$ cat src/rtl/gpio_pattern_sequencer.sv
// rtl/gpio_pattern_sequencer.sv - timed GPIO diagnostic pattern sequencer
module gpio_pattern_sequencer #(
  parameter int NUM_PINS    = 32,
  parameter int STEP_CYCLES = 3_000_000
) (
  input  logic                clk,
  input  logic                rst_n,
  input  logic                start,
  input  logic                stop,
  input  logic [1:0]          mode,
  input  logic                loop,
  output logic [NUM_PINS-1:0] gpio_o,
  output logic                busy,
  output logic [4:0]          step_idx,
  output logic                step_strobe,
  output logic                pass_done
);

  // Prescaler keeps at least one bit so STEP_CYCLES=1 still elaborates.
  localparam int PW = (STEP_CYCLES > 1) ? $clog2(STEP_CYCLES) : 1;
  localparam logic [PW-1:0] PRESC_LAST = PW'(STEP_CYCLES - 1);
  localparam logic [4:0]    IDX_LAST   = 5'(NUM_PINS - 1);

  typedef enum logic {IDLE, RUN} state_t;

  state_t                state_q, state_n;
  logic [PW-1:0]         presc_q, presc_n;
  logic [4:0]            idx_n;
  logic [NUM_PINS-1:0]   count_q, count_n;
  logic [1:0]            mode_q, mode_n;
  logic                  loop_q, loop_n;
  logic                  advance, wrap, finish;
  logic [NUM_PINS-1:0]   gpio_n;
  logic                  busy_n, strobe_n, pass_n;

  // Pattern for step k; the count register carries the binary-count value.
  function automatic logic [NUM_PINS-1:0] pattern(input logic [1:0] m,
                                                  input logic [4:0] k,
                                                  input logic [NUM_PINS-1:0] cnt);
    logic [NUM_PINS-1:0] one_hot;
    logic [NUM_PINS-1:0] checker_pat;
    logic [NUM_PINS-1:0] res;
    one_hot = {{(NUM_PINS-1){1'b0}}, 1'b1} << k;
    for (int i = 0; i < NUM_PINS; i++) begin
      checker_pat[i] = (i % 2 == 0) ? ~k[0] : k[0];
    end
    case (m)
      2'd0:    res = one_hot;
      2'd1:    res = ~one_hot;
      2'd2:    res = cnt;
      default: res = checker_pat;
    endcase
    return res;
  endfunction

  // State and datapath registers, outputs registered alongside.
  always_ff @(posedge clk) begin
    if (!rst_n) begin
      state_q     <= IDLE;
      presc_q     <= '0;
      step_idx    <= '0;
      count_q     <= '0;
      mode_q      <= '0;
      loop_q      <= 1'b0;
      gpio_o      <= '0;
      busy        <= 1'b0;
      step_strobe <= 1'b0;
      pass_done   <= 1'b0;
    end else begin
      state_q     <= state_n;
      presc_q     <= presc_n;
      step_idx    <= idx_n;
      count_q     <= count_n;
      mode_q      <= mode_n;
      loop_q      <= loop_n;
      gpio_o      <= gpio_n;
      busy        <= busy_n;
      step_strobe <= strobe_n;
      pass_done   <= pass_n;
    end
  end

  // Next state: start acceptance, dwell prescaler, step and pass sequencing.
  always_comb begin
    state_n = state_q;
    presc_n = presc_q;
    idx_n   = step_idx;
    count_n = count_q;
    mode_n  = mode_q;
    loop_n  = loop_q;
    advance = 1'b0;
    wrap    = 1'b0;
    finish  = 1'b0;
    if (stop) begin
      state_n = IDLE;
      presc_n = '0;
      idx_n   = '0;
    end else begin
      case (state_q)
        IDLE: begin
          if (start) begin
            state_n = RUN;
            mode_n  = mode;
            loop_n  = loop;
            presc_n = '0;
            idx_n   = '0;
            count_n = '0;
          end
        end
        default: begin
          if (presc_q == PRESC_LAST) begin
            presc_n = '0;
            count_n = count_q + NUM_PINS'(1);
            if (step_idx == IDX_LAST) begin
              idx_n = '0;
              if (loop_q) begin
                wrap = 1'b1;
              end else begin
                state_n = IDLE;
                finish  = 1'b1;
              end
            end else begin
              idx_n   = step_idx + 5'd1;
              advance = 1'b1;
            end
          end else begin
            presc_n = presc_q + PW'(1);
          end
        end
      endcase
    end
  end

  // Output values to be registered for the next cycle.
  always_comb begin
    gpio_n   = '0;
    busy_n   = 1'b0;
    strobe_n = advance | wrap;
    pass_n   = wrap | finish;
    if (state_n == RUN) begin
      gpio_n = pattern(mode_n, idx_n, count_n);
      busy_n = 1'b1;
    end
  end

endmodule
$ cat config.mk
export PLATFORM = sky130hd
export DESIGN_NAME = gpio_pattern_sequencer
export DESIGN_NICKNAME = d
export VERILOG_FILES = /design/src/rtl/gpio_pattern_sequencer.sv
export SDC_FILE = /design/constraint.sdc
export NUM_CORES = 1
export LEC_CHECK = 0
export BUFFER_PORTS_ARGS = -buffer_cell sky130_fd_sc_hd__buf_2
export CORE_MARGIN = 4
export CORE_UTILIZATION = 55
export DETAILED_ROUTE_END_ITERATION = 8
export GPL_ROUTABILITY_DRIVEN = 1
export MAX_ROUTING_LAYER = met4
export PLACE_DENSITY = 0.8
export SYNTH_ARGS = -nofsm -noshare
export SYNTH_HDL_FRONTEND = slang
export SYNTH_SLANG_ARGS = --single-unit
$ cat constraint.sdc
create_clock -name clk -period 8.15 [get_ports clk]
set_input_delay 1.2225 -clock clk [delete_from_list [all_inputs] [get_ports clk]]
set_output_delay 1.2225 -clock clk [all_outputs]
set_load 0.01 [all_outputs]
==> flow_summary.html, run 1 <==
<table>
<tr><th>Metric</th><th>Value</th></tr>
<tr><th colspan="2">Clock tree</th></tr>
<tr><td>Number of buffers inserted for hold repair after clock tree synthesis</td><td>0</td></tr>
<tr><td>Clock tree from TritonCTS</td><td>built</td></tr>
<tr><td>CTS H-tree lvls</td><td>3</td></tr>
<tr><td>Post-CTS Setup Bufs</td><td>0</td></tr>
<tr><td>Maximum count of clock buffers along a single path</td><td>2</td></tr>
<tr><td>Root buffer cell</td><td>sky130_fd_sc_hd__clkbuf_8</td></tr>
<tr><td>Latest clock arrival within the worst-skew pair</td><td>about 400 ps</td></tr>
<tr><td>Total clock sinks</td><td>97</td></tr>
<tr><td>CTS clk-pin slew, worst paths</td><td>approximately 100 ps</td></tr>
<tr><td>Total clock buffers created by CTS</td><td>9</td></tr>
<tr><td>PostCTS Resize Cnt</td><td>0</td></tr>
<tr><th colspan="2">Synthesis</th></tr>
<tr><td>Top-count cell post-synth</td><td>sky130_fd_sc_hd__dfxtp_1</td></tr>
<tr><td>Cell type with the largest total area after synthesis</td><td>sky130_fd_sc_hd__dfxtp_1</td></tr>
<tr><td>Number of distinct standard cells referenced by the synthesized netlist</td><td>between 80 and 90</td></tr>
<tr><td>Warnings, synthesis</td><td>0</td></tr>
<tr><td>Largest cells by area after synthesis</td><td>sky130_fd_sc_hd__dfxtp_1 (34%), sky130_fd_sc_hd__nand2_1 (4.5%), sky130_fd_sc_hd__nor2_1 (3.5%)</td></tr>
<tr><td>Flip-flop and latch count after synthesis</td><td>97</td></tr>
<tr><td>Main synth FF type</td><td>sky130_fd_sc_hd__dfxtp_1</td></tr>
<tr><td>Area share of the largest cell type after synthesis</td><td>between 30 and 40%</td></tr>
<tr><td>Synth cell count leaders</td><td>sky130_fd_sc_hd__dfxtp_1 (97), sky130_fd_sc_hd__nand2_1 (69), sky130_fd_sc_hd__nor2_1 (54)</td></tr>
<tr><td>Number of enable-type register cells in the synthesized netlist</td><td>0</td></tr>
<tr><td>Number of nets produced by synthesis</td><td>721</td></tr>
<tr><td>Cell area after synthesis</td><td>about 0.0057 mm^2</td></tr>
<tr><td>Seq/Total Area, Yosys</td><td>around 34%</td></tr>
<tr><td>Synth async-reset ratio</td><td>0%</td></tr>
<tr><td>Gate count after technology mapping</td><td>between 700 and 800</td></tr>
<tr><td>Average cell area after synthesis</td><td>8.06 um^2</td></tr>
<tr><th colspan="2">Die</th></tr>
<tr><td>Top Ports</td><td>47</td></tr>
<tr><td>Initial core utilization</td><td>57.5%</td></tr>
<tr><td>Number of placement rows</td><td>36</td></tr>
<tr><td>DIE HEIGHT</td><td>about 110 um</td></tr>
<tr><td>Floorplan die area</td><td>around 0.012 mm^2</td></tr>
<tr><td>Width of the chip</td><td>between 100 and 150 um</td></tr>
<tr><td>Std-Cell Core Area</td><td>0.00995 mm^2</td></tr>
<tr><th colspan="2">Pwr</th></tr>
<tr><td>Net Switching</td><td>0.000248 W</td></tr>
<tr><td>Clk network pwr share</td><td>between 40% and 50%</td></tr>
<tr><td>Leakage</td><td>2.16 nW</td></tr>
<tr><td>Fraction of power spent switching nets</td><td>26.4%</td></tr>
<tr><td>Post-layout total power</td><td>0.000940 W</td></tr>
<tr><td>Internal Pwr Total</td><td>between 0.0006 and 0.0007 W</td></tr>
<tr><td>Power Density</td><td>153 mW/mm^2</td></tr>
<tr><td>Comb power frac</td><td>approximately 8.4%</td></tr>
<tr><td>Fraction of power consumed by sequential logic</td><td>between 50% and 60%</td></tr>
<tr><td>Largest voltage drop on the vdd net</td><td>0.144 mV</td></tr>
<tr><th colspan="2">Global route</th></tr>
<tr><td>GRT Residual Overflow</td><td>0</td></tr>
<tr><td>Antenna violations before repair</td><td>0</td></tr>
<tr><td>GR Util All Layers</td><td>about a third</td></tr>
<tr><td>First-pass GRT wire length</td><td>29600 um</td></tr>
<tr><td>Pin count of the biggest net entering global routing</td><td>between 40 and 50</td></tr>
<tr><td>Via count of the first global-routing pass</td><td>around 5400</td></tr>
<tr><th colspan="2">Final layout</th></tr>
<tr><td>Number of fill cells</td><td>between 800 and 900</td></tr>
<tr><td>Synthesis-to-layout area growth</td><td>7.26%</td></tr>
<tr><td>Nets</td><td>728</td></tr>
<tr><td>Fraction of layout cells with a size suffix above 1</td><td>between 10% and 20%</td></tr>
<tr><td># diodes</td><td>0</td></tr>
<tr><th colspan="2">STA</th></tr>
<tr><td>Final number of max-transition violations</td><td>0</td></tr>
<tr><td>Hold Slack</td><td>approximately 530 ps</td></tr>
<tr><td>Normalized max-slew margin</td><td>~34%</td></tr>
<tr><td>RSZ-0062 raised after global routing</td><td>no</td></tr>
<tr><td>Crit path time final</td><td>roughly 4300 ps</td></tr>
<tr><td>Final Hold Vio Count</td><td>0</td></tr>
<tr><td>FMAX</td><td>about 230 MHz</td></tr>
<tr><td>Worst clock skew</td><td>between 10 and 15 ps</td></tr>
<tr><td>Share of the cycle needed by the critical path after routing</td><td>between 50% and 60%</td></tr>
<tr><td>Sum of negative setup slack</td><td>0 ps</td></tr>
<tr><td>Worst Tran Pin Value</td><td>approximately 980 ps</td></tr>
<tr><td>Setup Viol. Count Final</td><td>0</td></tr>
<tr><th colspan="2">Routing</th></tr>
<tr><td>Detailed-route vias per instance</td><td>6.95</td></tr>
<tr><td>Routed via count</td><td>just under 6000</td></tr>
<tr><td>Final antenna-violating net count</td><td>0</td></tr>
<tr><td>Number of iterations in the first detailed-routing pass</td><td>5</td></tr>
<tr><td>Overall routed net length</td><td>roughly 19000 um</td></tr>
<tr><td>DRC violation count after routing</td><td>0</td></tr>
<tr><td>Starting DRC count in detailed routing</td><td>707</td></tr>
<tr><td>Detail-routed net length per standard cell</td><td>22.1 um</td></tr>
<tr><th colspan="2">Placed design</th></tr>
<tr><td>Sum of net half-perimeters after detailed placement</td><td>13500 um</td></tr>
<tr><td>Routability-driven placement congestion ratio</td><td>~0.98</td></tr>
<tr><td>Count of port buffers added during placement</td><td>46</td></tr>
<tr><th colspan="2">Worst hold path</th></tr>
<tr><td>Hold Crit Class</td><td>flip-flop to flip-flop</td></tr>
<tr><th colspan="2">Setup path</th></tr>
<tr><td>Critical path fanouts, max</td><td>45</td></tr>
<tr><td>Arrival time at the worst endpoint</td><td>~4700 ps</td></tr>
<tr><td>Endpoint class of the critical path</td><td>flip-flop</td></tr>
<tr><td>Category of the most critical setup path</td><td>input port to flip-flop</td></tr>
<tr><td>Critical path data required time</td><td>8470 ps</td></tr>
<tr><td>R2r startpoint</td><td>busy</td></tr>
<tr><td>Cell depth of the worst flop-to-flop path</td><td>7</td></tr>
<tr><td>Reg2reg setup slack</td><td>4360 ps</td></tr>
<tr><td>Startpoint type of the worst setup path</td><td>input port</td></tr>
<tr><td>Crit path capture</td><td>gpio_o[6]</td></tr>
<tr><td>CP startpoint</td><td>stop</td></tr>
<tr><td>Endpoint of the most critical register-to-register path</td><td>gpio_o[6]</td></tr>
<tr><th colspan="2">Outcome</th></tr>
<tr><td>Outcome</td><td>finished clean</td></tr>
<tr><th colspan="2">Flow run</th></tr>
<tr><td>Max cap viols</td><td>0</td></tr>
</table>
worst min-delay path by stage:
stage / depth (start not counted) / slack [ps] / endpoint / startpoint
2_1_floorplan: 2 / 460 / presc_q[21] / presc_q[21]
3_3_place_gp: 2 / 490 / presc_q[21] / presc_q[21]
3_5_place_dp: 2 / 510 / presc_q[11] / presc_q[11]
4_1_cts: 2 / 520 / presc_q[11] / presc_q[11]
5_1_grt: 2 / 550 / presc_q[11] / presc_q[11]
6_report: 2 / 530 / presc_q[11] / presc_q[11]
cells by family (layout without fill, tap and decap cells):
family	Yosys count	in the layout	synth area share, %
AOI/OAI and AO/OA	198	198	24.2
muxes	19	19	3.39
adders and majority gates	4	4	0.875
and+or+nand+nor	330	330	32.6
DFF	97	97	34.0
xor gates and xnor gates	2	2	0.306
buffers and inverters	60	72	4.73
flip-flops by register name (all words and copies together), names as in the netlist:
name	cells
mode_q	2
presc_q	22
gpio_o	32
count_q	32
step_idx	5
step_strobe	1
pass_done	1
busy	1
loop_q	1
worst max-delay path: stages:
cell	delay (ps)
sky130_fd_sc_hd__buf_2	570
sky130_fd_sc_hd__inv_1	460
sky130_fd_sc_hd__nand2_1	230
sky130_fd_sc_hd__mux2_2	760
sky130_fd_sc_hd__a31oi_2	550
sky130_fd_sc_hd__a21o_1	460
sky130_fd_sc_hd__a31o_2	270
sky130_fd_sc_hd__a21oi_1	110
power groups by stage:
stage	sequential, W	clock (W)	combinational, W
after floorplan	0.000492	0	0.0000537
after global placement	0.000492	0	0.0000759
after detailed placement	0.000492	0	0.0000764
after CTS	0.000481	0.000382	0.0000767
after global routing	0.000482	0.000404	0.0000854
final	0.000481	0.000380	0.0000791
layout by cell type (no fill, tap or decap), types with 20 or more instances in the layout:
cell type	count
sky130_fd_sc_hd__nor2_1	54
sky130_fd_sc_hd__nor3_1	25
sky130_fd_sc_hd__nand3_1	33
sky130_fd_sc_hd__and2_1	30
sky130_fd_sc_hd__nand2_1	69
sky130_fd_sc_hd__dfxtp_1	97
sky130_fd_sc_hd__a21oi_1	40
sky130_fd_sc_hd__nand4_1	24
sky130_fd_sc_hd__buf_2	46
sky130_fd_sc_hd__o21ai_0	34
sky130_fd_sc_hd__a31oi_1	20
area by class of cell:
type	instances	area, um^2	area share, %
clock buffer	11	151	2.47
tap	133	166	2.71
sequential	97	1940	31.7
timing repair buffer	49	253	4.12
multi-input combinational	553	3510	57.2
inverter	7	26.3	0.428
clock inverter	5	85.1	1.39
metal layers:
layer | part of all wire [%] | wire [um] | track usage (%)
met2 | 45 | 8490 | 49.5
met3 | 9.1 | 1710 | 7.28
met4 | 4.0 | 747 | 13.5
met5 | 0 | 0 | -
met1 | 42 | 7950 | 43.3
per-stage QoR:
| step | setup WS, ps | cells | instance area [um^2] | utilization [%] |
|---|---|---|---|---|
| floorplan | 5050 | 710 | 5720 | - |
| global placement | 3640 | 839 | 5900 | 59.3 |
| detailed placement | 3550 | 839 | 5900 | 59.3 |
| CTS | 3940 | 855 | 6130 | 61.6 |
| global route | 3580 | 855 | 6130 | 61.6 |
| finish | 3810 | 855 | 6130 | 61.6 |
Power figures use the tool's default switching activity.
==> run 2: changes to the inputs <==
- PLACE_DENSITY: 0.8 -> 0.83
- clock period: 8.15 -> 3.9 ns (I/O delays scaled with it)
==> run 2 against run 1 <==
  * Power up 100%
  * Critical path depth down 1
  * Register-to-register slack worse by 3800 ps
  * Sequential share of layout area down 0.61 points
  * Worst setup slack worse by 3300 ps
  * Via count up 1.9%
  * Die area unchanged
  * First-iteration DRC count up 7.2%
  * Clock power up 80%
  * Global-route usage up 1.8 points
  * Clock skew up 7.9 ps
  * Worst hold slack worse by 99 ps
  * Critical path type is now flip-flop to flip-flop
  * Highest routed layer unchanged
==> flow_summary.html, run 2 (synthesis results as in run 1) <==
<table>
<tr><th>Metric</th><th>Value</th></tr>
<tr><th colspan="2">Clock tree</th></tr>
<tr><td>Total clock buffers created by CTS</td><td>9 (unchanged)</td></tr>
<tr><td>PostCTS Resize Cnt</td><td>0 (unchanged)</td></tr>
<tr><td>Post-CTS Setup Bufs</td><td>0 (unchanged)</td></tr>
<tr><td>CTS clk-pin slew, worst paths</td><td>110 ps (about the same)</td></tr>
<tr><td>Latest clock arrival within the worst-skew pair</td><td>400 ps (about the same)</td></tr>
<tr><td>Root buffer cell</td><td>sky130_fd_sc_hd__clkbuf_8</td></tr>
<tr><td>CTS H-tree lvls</td><td>3 (unchanged)</td></tr>
<tr><td>Number of buffers inserted for hold repair after clock tree synthesis</td><td>0 (unchanged)</td></tr>
<tr><td>Maximum count of clock buffers along a single path</td><td>2 (unchanged)</td></tr>
<tr><td>Total clock sinks</td><td>97 (unchanged)</td></tr>
<tr><td>Clock tree from TritonCTS</td><td>built</td></tr>
<tr><th colspan="2">Placed design</th></tr>
<tr><td>Pre-CTS setup slack</td><td>623 ps (-2930 ps)</td></tr>
<tr><td>Routability-driven placement congestion ratio</td><td>0.979 (+0.26%)</td></tr>
<tr><td>Count of port buffers added during placement</td><td>46 (unchanged)</td></tr>
<tr><td>Cell Area, Placed</td><td>0.00606 mm^2 (+2.7%)</td></tr>
<tr><td>Sum of net half-perimeters after detailed placement</td><td>14300 um (+6.0%)</td></tr>
<tr><th colspan="2">Setup path</th></tr>
<tr><td>Startpoint type of the worst setup path</td><td>flip-flop</td></tr>
<tr><td>Endpoint class of the critical path</td><td>flip-flop</td></tr>
<tr><td>Worst path top cell family by delay</td><td>simple AND/OR/NAND/NOR gates</td></tr>
<tr><td>Cells traversed along the worst timing path</td><td>or4_4 -&gt; nor4_4 -&gt; a21oi_2 -&gt; nor2_1 -&gt; nand3_1 -&gt; o311a_1 -&gt; a211oi_1</td></tr>
<tr><td>CP max-delay cell</td><td>sky130_fd_sc_hd__nor2_1</td></tr>
<tr><td>Reg2reg setup slack</td><td>520 ps (-3840 ps)</td></tr>
<tr><td>Critical path fanouts, max</td><td>12 (-73%)</td></tr>
<tr><td>Critical path data required time</td><td>4230 ps (-4240 ps)</td></tr>
<tr><td>Combined buffer and inverter count along the critical path</td><td>0 (-2)</td></tr>
<tr><td>Arrival time at the worst endpoint</td><td>3710 ps (-950 ps)</td></tr>
<tr><td>Largest incremental delay on the critical path</td><td>850 ps (+90 ps)</td></tr>
<tr><td>Category of the most critical setup path</td><td>flip-flop to flip-flop</td></tr>
<tr><th colspan="2">Flow run</th></tr>
<tr><td>Max cap viols</td><td>0 (unchanged)</td></tr>
<tr><th colspan="2">STA</th></tr>
<tr><td>Setup Viol. Count Final</td><td>0 (unchanged)</td></tr>
<tr><td>Fin worst setup slack</td><td>516 ps (-3290 ps)</td></tr>
<tr><td>Sum of negative setup slack</td><td>0 ps (unchanged)</td></tr>
<tr><td>Final Hold Vio Count</td><td>0 (unchanged)</td></tr>
<tr><td>Normalized max-slew margin</td><td>26.9% (-7.2 points)</td></tr>
<tr><td>FMAX</td><td>roughly 300 MHz</td></tr>
<tr><td>Final number of max-transition violations</td><td>0 (unchanged)</td></tr>
<tr><td>Crit path time final</td><td>approximately 3400 ps</td></tr>
<tr><td>Worst Tran Pin Value</td><td>1090 ps (+108 ps)</td></tr>
<tr><td>Share of the cycle needed by the critical path after routing</td><td>86.8%</td></tr>
<tr><td>RSZ-0062 raised after global routing</td><td>no</td></tr>
<tr><td>Worst clock skew</td><td>22.5 ps (+7.93 ps)</td></tr>
<tr><th colspan="2">Die</th></tr>
<tr><td>Width of the chip</td><td>110 um (unchanged)</td></tr>
<tr><td>Top Ports</td><td>47 (unchanged)</td></tr>
<tr><td>Initial core utilization</td><td>57.5% (unchanged)</td></tr>
<tr><td>Floorplan die area</td><td>0.0121 mm^2 (unchanged)</td></tr>
<tr><td>Number of placement rows</td><td>36 (unchanged)</td></tr>
<tr><td>Std-Cell Core Area</td><td>0.00995 mm^2 (unchanged)</td></tr>
<tr><td>DIE HEIGHT</td><td>110 um (unchanged)</td></tr>
<tr><th colspan="2">Global route</th></tr>
<tr><td>Antenna violations before repair</td><td>1 (+1)</td></tr>
<tr><td>First-pass GRT wire length</td><td>30800 um (+4.2%)</td></tr>
<tr><td>Via count of the first global-routing pass</td><td>5495 (+1.6%)</td></tr>
<tr><td>Pin count of the biggest net entering global routing</td><td>29 (-37%)</td></tr>
<tr><td>GRT Residual Overflow</td><td>0 (unchanged)</td></tr>
<tr><td>GR Util All Layers</td><td>34.8% (+1.8 points)</td></tr>
<tr><th colspan="2">Final layout</th></tr>
<tr><td>Total non-filler cell area in the finished layout</td><td>0.00625 mm^2 (+2.0%)</td></tr>
<tr><td>Biggest registers after layout</td><td>count_q x32, gpio_o x32, presc_q x22</td></tr>
<tr><td>Fraction of layout cells with a size suffix above 1</td><td>17.1% (+2.3 points)</td></tr>
<tr><td>Leading cell type in the layout, fill and taps excluded</td><td>sky130_fd_sc_hd__dfxtp_1</td></tr>
<tr><td>Nets</td><td>749 (+2.9%)</td></tr>
<tr><td>Number of fill cells</td><td>891 (-0.78%)</td></tr>
<tr><td>Top library cells by usage in the layout, fill and taps aside</td><td>sky130_fd_sc_hd__dfxtp_1 (97), sky130_fd_sc_hd__nand2_1 (69), sky130_fd_sc_hd__nor2_1 (54)</td></tr>
<tr><td>Synthesis-to-layout area growth</td><td>9.36%</td></tr>
<tr><th colspan="2">Pwr</th></tr>
<tr><td>Largest voltage drop on the vdd net</td><td>0.461 mV (+220%)</td></tr>
<tr><td>Fraction of power consumed by sequential logic</td><td>53.4% (+2.2 points)</td></tr>
<tr><td>Power Density</td><td>300 mW/mm^2 (+96%)</td></tr>
<tr><td>Leakage</td><td>2.24 nW (+3.7%)</td></tr>
<tr><td>Fraction of power spent switching nets</td><td>27.2% (+0.81 points)</td></tr>
<tr><td>Net Switching</td><td>0.000511 W (+110%)</td></tr>
<tr><td>Internal Pwr Total</td><td>0.00137 W (+97%)</td></tr>
<tr><td>Comb power frac</td><td>10.2% (+1.8 points)</td></tr>
<tr><td>Clk network pwr share</td><td>36.4% (-4.0 points)</td></tr>
<tr><th colspan="2">Routing</th></tr>
<tr><td>Starting DRC count in detailed routing</td><td>758 (+7.2%)</td></tr>
<tr><td>Final antenna-violating net count</td><td>0 (unchanged)</td></tr>
<tr><td>Detailed-route vias per instance</td><td>6.91 (-0.67%)</td></tr>
<tr><td>Overall routed net length</td><td>19600 um (+3.8%)</td></tr>
<tr><td>Routed via count</td><td>6057 (+1.9%)</td></tr>
<tr><td>DRC violation count after routing</td><td>0 (unchanged)</td></tr>
<tr><td>Number of iterations in the first detailed-routing pass</td><td>5 (unchanged)</td></tr>
<tr><td>Detail-routed net length per standard cell</td><td>22.4 um (+1.2%)</td></tr>
<tr><th colspan="2">Worst hold path</th></tr>
<tr><td>Hold Crit Class</td><td>input port to flip-flop</td></tr>
<tr><th colspan="2">Outcome</th></tr>
<tr><td>Outcome</td><td>finished clean</td></tr>
</table>
## run 2: cell count changes in the layout (fill, tap and decap cells not counted), sizes merged
cell and delta:
buf +21, clkinv +2, inv -2, bufinv -1
clkinvlp +1, diode +1
## run 2: power by group through the flow
stage | Combinational [W] | Clock, W | Sequential, W
4_1_cts | 0.000184 | 0.000694 | 0.00100
2_1_floorplan | 0.000112 | 0 | 0.00103
3_5_place_dp | 0.000184 | 0 | 0.00103
3_3_place_gp | 0.000185 | 0 | 0.00103
5_1_grt | 0.000202 | 0.000731 | 0.00100
6_report | 0.000191 | 0.000683 | 0.00100
## run 2: layer usage
| metal | global-route usage (%) | up-vias | routed length (um) |
|---|---|---|---|
| met5 | - | - | 0 |
| met4 | 14.7 | 0 | 812 |
| met3 | 10.1 | 65 | 2230 |
| met2 | 50.0 | 392 | 8690 |
| met1 | 45.7 | 2844 | 7900 |
| li1 | - | 2756 | - |
## run 2: layout make-up
cell class / instances / area, um^2 / share of cell area (%)
Antenna cell: 1 / 2.50 / 0.0400
Clock buffer: 11 / 141 / 2.26
Clock inverter: 5 / 55.1 / 0.880
Inverter: 7 / 26.3 / 0.420
Multi-Input combinational cell: 553 / 3510 / 56.1
Sequential cell: 97 / 1940 / 31.0
Tap cell: 133 / 166 / 2.66
Timing Repair Buffer: 70 / 410 / 6.56
## run 2: final timing paths
kind,end,from,cells after the start
worst min register to register,presc_q[21],presc_q[21],2
worst max register to register,gpio_o[9],presc_q[8],7
worst min-delay path,loop_q,loop,3
worst max-delay path,gpio_o[9],presc_q[8],7
## run 2: worst register-to-register path, stage by stage (launching register included)
cell                       delay [ps]
sky130_fd_sc_hd__dfxtp_1          390
sky130_fd_sc_hd__or4_4            600
sky130_fd_sc_hd__nor4_4           480
sky130_fd_sc_hd__a21oi_2          140
sky130_fd_sc_hd__nor2_1           850
sky130_fd_sc_hd__nand3_1          300
sky130_fd_sc_hd__o311a_1          360
sky130_fd_sc_hd__a211oi_1         200
## run 2: stage by stage
step	power [W]	util, %	hold WS (ps)	instances
detailed placement	0.00121	60.8	503	860
global placement	0.00121	60.8	473	860
finish	0.00188	62.8	432	877
CTS	0.00188	62.8	423	876
global route	0.00194	62.8	453	877
floorplan	0.00114	-	462	710
